<file path="src/rtl/branch_ctrl_pkg.sv">
// Shared ISA constants, FSM state encoding and small helpers for the decode-stage branch controller.
package branch_ctrl_pkg;

    localparam int DATA_W = 32;
    localparam int OP_W   = 6;
    localparam int REG_W  = 5;
    localparam int IMM_W  = 16;

    localparam logic [OP_W-1:0] OP_REGIMM = 6'h01;
    localparam logic [OP_W-1:0] OP_BEQ    = 6'h04;
    localparam logic [OP_W-1:0] OP_BNE    = 6'h05;
    localparam logic [OP_W-1:0] OP_BLEZ   = 6'h06;
    localparam logic [OP_W-1:0] OP_BGTZ   = 6'h07;

    localparam logic [REG_W-1:0] RT_BLTZ   = 5'h00;
    localparam logic [REG_W-1:0] RT_BGEZ   = 5'h01;
    localparam logic [REG_W-1:0] RT_BLTZAL = 5'h10;
    localparam logic [REG_W-1:0] RT_BGEZAL = 5'h11;

    typedef enum logic [1:0] {
        BRC_IDLE     = 2'd0,
        BRC_WAIT     = 2'd1,
        BRC_REDIRECT = 2'd2
    } brc_state_e;

    function automatic logic is_branch_op(input logic [OP_W-1:0] op);
        return (op == OP_BEQ) || (op == OP_BNE) || (op == OP_BGTZ) ||
               (op == OP_BLEZ) || (op == OP_REGIMM);
    endfunction

    function automatic logic needs_rt(input logic [OP_W-1:0] op);
        return (op == OP_BEQ) || (op == OP_BNE);
    endfunction

    function automatic logic is_link(input logic [OP_W-1:0] op, input logic [REG_W-1:0] rt);
        return (op == OP_REGIMM) && ((rt == RT_BLTZAL) || (rt == RT_BGEZAL));
    endfunction

    // Word offset is sign-extended then scaled by 4; the sum wraps modulo 2^32.
    function automatic logic [DATA_W-1:0] branch_target(input logic [DATA_W-1:0] pc_plus4,
                                                        input logic [IMM_W-1:0]  imm);
        logic signed [DATA_W-1:0] off;
        off = {{(DATA_W-IMM_W-2){imm[IMM_W-1]}}, imm, 2'b00};
        return pc_plus4 + $unsigned(off);
    endfunction

endpackage

</file>
<file path="src/rtl/branch_ctrl_eqcmp.sv">
// Branch condition comparator: decides whether the ID-stage branch is taken from its operands.
module eqcmp
    import branch_ctrl_pkg::*;
(
    input  logic [DATA_W-1:0] a,
    input  logic [DATA_W-1:0] b,
    input  logic [OP_W-1:0]   op,
    input  logic [REG_W-1:0]  rt,
    output logic              take
);

    logic signed [DATA_W-1:0] a_s;
    assign a_s = a;

    always_comb begin
        take = 1'b0;
        case (op)
            OP_BEQ:  take = (a == b);
            OP_BNE:  take = (a != b);
            OP_BGTZ: take = (a_s > 0);
            OP_BLEZ: take = (a_s <= 0);
            OP_REGIMM: begin
                case (rt)
                    RT_BLTZ, RT_BLTZAL: take = (a_s < 0);
                    RT_BGEZ, RT_BGEZAL: take = (a_s >= 0);
                    default:            take = 1'b0;
                endcase
            end
            default: take = 1'b0;
        endcase
    end

endmodule

</file>
<file path="src/rtl/branch_ctrl.sv">
// Decode-stage branch controller: waits for operands, resolves the branch, issues a one-cycle redirect.
// Optional performance counters are built when BRANCH_CTRL_PERF_EN is defined.
module branch_ctrl
    import branch_ctrl_pkg::*;
(
    input  logic              clk,
    input  logic              rst_n,
    input  logic              id_valid,
    input  logic [OP_W-1:0]   id_op,
    input  logic [REG_W-1:0]  id_rt,
    input  logic [IMM_W-1:0]  id_imm,
    input  logic [DATA_W-1:0] id_pc_plus4,
    input  logic [DATA_W-1:0] rs_val,
    input  logic [DATA_W-1:0] rt_val,
    input  logic              rs_pending,
    input  logic              rt_pending,
    input  logic              pipe_hold,
    output logic              stall_fd,
    output logic              flush_fd,
    output logic              pc_redirect,
    output logic [DATA_W-1:0] redirect_pc,
    output logic              link_en,
    output logic              busy,
    output logic [31:0]       perf_branches,
    output logic [31:0]       perf_taken,
    output logic [31:0]       perf_stalls
);

    brc_state_e        state, state_nxt;
    logic              br_p0, ready_p0, take_p0, eval_p0;
    logic              stall_c, link_c;
    logic [DATA_W-1:0] target_p1;

    // Stage p0: decode-stage qualification and condition evaluation
    assign br_p0    = id_valid && is_branch_op(id_op);
    assign ready_p0 = !rs_pending && !(needs_rt(id_op) && rt_pending);

    eqcmp u_eqcmp (
        .a    (rs_val),
        .b    (rt_val),
        .op   (id_op),
        .rt   (id_rt),
        .take (take_p0)
    );

    always_comb begin
        state_nxt = state;
        stall_c   = 1'b0;
        link_c    = 1'b0;
        eval_p0   = 1'b0;
        case (state)
            BRC_IDLE, BRC_WAIT: begin
                stall_c = br_p0 && !ready_p0;
                if (br_p0 && ready_p0 && !pipe_hold) begin
                    eval_p0   = 1'b1;
                    link_c    = is_link(id_op, id_rt);
                    state_nxt = take_p0 ? BRC_REDIRECT : BRC_IDLE;
                end else if (br_p0 && !pipe_hold) begin
                    state_nxt = BRC_WAIT;
                end else if (!pipe_hold) begin
                    // A branch that leaves ID without resolving is dropped.
                    state_nxt = BRC_IDLE;
                end
            end
            BRC_REDIRECT: begin
                if (!pipe_hold) state_nxt = BRC_IDLE;
            end
            default: state_nxt = BRC_IDLE;
        endcase
    end

    // Outputs are forced low while reset is held, including the combinational ones.
    assign stall_fd = stall_c && rst_n;
    assign link_en  = link_c && rst_n;

    // Stage p1: registered branch state and target
    always_ff @(posedge clk or negedge rst_n) begin
        if (!rst_n) begin
            state     <= BRC_IDLE;
            target_p1 <= '0;
        end else begin
            state <= state_nxt;
            if (eval_p0) target_p1 <= branch_target(id_pc_plus4, id_imm);
        end
    end

    assign pc_redirect = (state == BRC_REDIRECT);
    assign flush_fd    = (state == BRC_REDIRECT) && !pipe_hold;
    assign redirect_pc = target_p1;
    assign busy        = (state != BRC_IDLE);

`ifdef BRANCH_CTRL_PERF_EN
    logic [31:0] br_cnt, tk_cnt, st_cnt;

    always_ff @(posedge clk or negedge rst_n) begin
        if (!rst_n) begin
            br_cnt <= '0;
            tk_cnt <= '0;
            st_cnt <= '0;
        end else if (!pipe_hold) begin
            if (eval_p0)            br_cnt <= br_cnt + 32'd1;
            if (eval_p0 && take_p0) tk_cnt <= tk_cnt + 32'd1;
            if (stall_c)            st_cnt <= st_cnt + 32'd1;
        end
    end

    assign perf_branches = br_cnt;
    assign perf_taken    = tk_cnt;
    assign perf_stalls   = st_cnt;
`else
    assign perf_branches = '0;
    assign perf_taken    = '0;
    assign perf_stalls   = '0;
`endif

endmodule

</file>
<file path="config.mk">
export PLATFORM = sky130hd
export DESIGN_NAME = branch_ctrl
export DESIGN_NICKNAME = d
export VERILOG_FILES = /design/src/rtl/branch_ctrl_pkg.sv /design/src/rtl/branch_ctrl_eqcmp.sv /design/src/rtl/branch_ctrl.sv
export SDC_FILE = /design/constraint.sdc
export NUM_CORES = 1
export LEC_CHECK = 0
export BUFFER_PORTS_ARGS = -buffer_cell sky130_fd_sc_hd__buf_2
export CORE_UTILIZATION = 40
export CTS_CLUSTER_SIZE = 8
export DETAILED_ROUTE_END_ITERATION = 12
export PLACE_DENSITY = 0.77
export SLEW_MARGIN = 20
export SYNTH_ARGS = -nofsm -noshare
export SYNTH_HDL_FRONTEND = slang
export SYNTH_SLANG_ARGS = --single-unit
</file>
<file path="constraint.sdc">
create_clock -name clk -period 2.7 [get_ports clk]
set_input_delay 0 -clock clk [delete_from_list [all_inputs] [get_ports clk]]
set_output_delay 0 -clock clk [all_outputs]
set_load 0.005 [all_outputs]
</file>
==> flow_metrics.env <==
export IMPL_instances_no_fill=794
export IMPL_synth_avg_cell_area_um2=8.00
export IMPL_p_switching_uw=648
export IMPL_first_iter_violations=156
export IMPL_overflow=0
export IMPL_grt_met1_usage=0.287
export IMPL_path_class="input port to register"
export IMPL_rows=35
export IMPL_slew_headroom=0.555
export IMPL_postSynth_asyncResetShare=1.00
export IMPL_antenna_found_initial=0
export IMPL_rr_worst_depth=6
export IMPL_yosysTopAreaCellShare=0.214
export IMPL_vias_per_cell=4.82
export IMPL_setup_viol=0
export IMPL_yosysWarnings=0
export IMPL_port_buffers=165
export IMPL_start_util=0.422
export IMPL_first_pass_iters=6
export IMPL_crit_end="redirect_pc[30]"
export IMPL_worstPathRequired_ps=2870
export IMPL_path_max_fanout=6
export IMPL_critPathArrivalTime_ps=2440
export IMPL_syn_area_um2=3970
export IMPL_post_route_util=0.501
export IMPL_first_global_vias=3474
export IMPL_cts_tree="done"
export IMPL_finalSetupTns_ps=0
export IMPL_fmax_mhz=440
export IMPL_cp_start_kind="input port"
export IMPL_synth_edf_count=0
export IMPL_min_period_over_period=0.842
export IMPL_wire_per_inst_um=13.7
export IMPL_tightestPinTransition_ps=660
export IMPL_insertedDiodeCount=0
export IMPL_drive_gt1_frac=0.271
export IMPL_cts_setup_buffers=0
export IMPL_netlist_top_cells_count="buf_4 (96), nand2_1 (57), xor2_1 (45), o21ai_0 (38), a21oi_1 (35)"
export IMPL_drt_total_wl_um=10800
export IMPL_grt_pass1_wl_um=16700
export IMPL_rr_endpoint="state[1]"
export IMPL_grt_met3_usage=0.0283
export IMPL_gr_max_usage_layer="met2"
export IMPL_hold_depth=4
export IMPL_status="finished, final reports clean"
export IMPL_cts_hold_buf=5
export IMPL_r2r_start="state[1]"
export IMPL_drv_slew=0
export IMPL_fp_dieW_um=102
export IMPL_synth_seq_area_share=0.214
export IMPL_core_area_um2=9420
export IMPL_end_kind="register"
export IMPL_grtUsageTotal=0.207
export IMPL_critPathLaunch="id_imm[0]"
export IMPL_power_uw=1770
export IMPL_swShare=0.367
export IMPL_num_vias=3826
export IMPL_gp_congestion=0.949
export IMPL_synth_area_top_cells="dfrtp_1 (21%), buf_4 (18%), xor2_1 (9.9%), ha_1 (9.1%), nand2_1 (5.4%)"
export IMPL_clockPowerShare=0.205
export IMPL_seqPwrFrac=0.367
export IMPL_p_leak_uw=0.00253
export IMPL_clkLatencyLatePin_ps=280
export IMPL_dieArea_um2=10300
export IMPL_synth_cell_types=48
export IMPL_rsz0062_at_grt="false"
export IMPL_synth_largest_area_cell="dfrtp_1"
export IMPL_p_comb_frac=0.428
export IMPL_finalNetCount=824
export IMPL_worstHoldPathType="input port to register"
export IMPL_vdd_ir_drop_max_v=0.000205
export IMPL_drv_cap=0
export IMPL_dp_hpwl_um=8970
export IMPL_ant_nets=0
export IMPL_clk_path_buf_depth=2
export IMPL_cts_max_level=2
export IMPL_hold_violations=0
export IMPL_pin_count=262
export IMPL_ys_ff_latch=34
export IMPL_p_int_uw=1120
export IMPL_p_per_area_nw_per_um2=374
export IMPL_yosys_most_used_dff="dfrtp_1"
export IMPL_cts_clk_slew_worst_paths_ps=70
export IMPL_grt_max_degree=62
export IMPL_drc=0
export IMPL_clock_sinks=34
export IMPL_area_delta_synth_final_pct=18.9
export IMPL_cts_root_buf="clkbuf_8"
export IMPL_die_h_um=102
export IMPL_cts_buffers=5
export IMPL_dp_cells=782
export IMPL_skew_ps=5.06
export IMPL_reg2reg_setup_slack_ps=480
export IMPL_fin_crit_ps=2270
export IMPL_n_fill_cell=929
export IMPL_cts_resized=0
export IMPL_synth_most_common_cell="buf_4"
export IMPL_grtUsageMet2=0.340
export IMPL_synthCells=496
==> critical path, cell delays in order <==
cell and delay, ps:
buf_2 80, ha_1 150, inv_1 50, fa_1 400, nor2b_1 180, o2111ai_1 140
a31oi_1 340, a31oi_1 270, a21oi_1 480, nor2_1 80, o41ai_1 260
==> per-stage QoR <==
step	area [um2]	setup WS, ps	hold slack (ps)
3_3_place_gp	4590	235	-165
3_5_place_dp	4590	135	-162
5_1_grt	4720	116	77.0
2_1_floorplan	4330	652	-296
4_1_cts	4720	430	18.1
6_report	4720	426	30.1
==> layout make-up <==
| cell class | count | area (um2) | share of cell area |
|---|---|---|---|
| timing repair buffer | 174 | 906 | 0.192 |
| clock buffer | 7 | 76.3 | 0.0162 |
| tap | 129 | 161 | 0.0342 |
| multi-input combinational | 444 | 2700 | 0.573 |
| sequential | 34 | 851 | 0.180 |
| inverter | 6 | 22.5 | 0.00477 |
==> routing by layer <==
layer,vias up,share of wire
met5,-,0
met4,0,0.014
met3,14,0.062
met2,166,0.47
met1,1749,0.45
li1,1897,-
==> flip-flops by register name, summed over array words and instances (netlist names) <==
name         cells
state            2
redirect_pc     32
==> worst min path at each step <==
stage / startpoint / end / slack, ps
5_1_grt: rst_n / state[1] / 80
6_report: id_pc_plus4[2] / redirect_pc[2] / 30
2_1_floorplan: rst_n / redirect_pc[0] / -300
3_5_place_dp: rst_n / state[1] / -160
4_1_cts: id_pc_plus4[2] / redirect_pc[2] / 20
3_3_place_gp: rst_n / state[1] / -160
==> power by group through the flow <==
stage / Clock [uW] / Combinational [uW] / Sequential, uW
final: 363 / 755 / 648
after global routing: 403 / 855 / 658
after CTS: 380 / 752 / 648
after detailed placement: 0 / 746 / 657
after global placement: 0 / 732 / 657
after floorplan: 0 / 518 / 664
==> cell families after synthesis <==
logic type               count (synthesis)  synth area share
AO/OA/AOI/OAI                          119             0.186
XOR/XNOR                                56             0.124
adder cells (fa/ha/maj)                 30            0.0965
buffers and inverters                  113             0.198
flip-flops                              34             0.214
multiplexers                             5            0.0126
other                                    1          0.000945
AND/OR/NAND/NOR                        138             0.168
==> layout by cell type (no fill, tap or decap), drive strengths merged, types with 6 or more instances in the layout <==
cell,count
and3,6
inv,6
ha,29
o21ai,39
nor2,19
xor2,45
nand3,9
conb,96
xnor2,11
nand2,58
a21o,8
nor4,16
clkbuf,7
a31oi,6
buf,169
a21oi,35
nand4,11
dfrtp,34
Note: power is estimated with default switching activity, not from simulation.
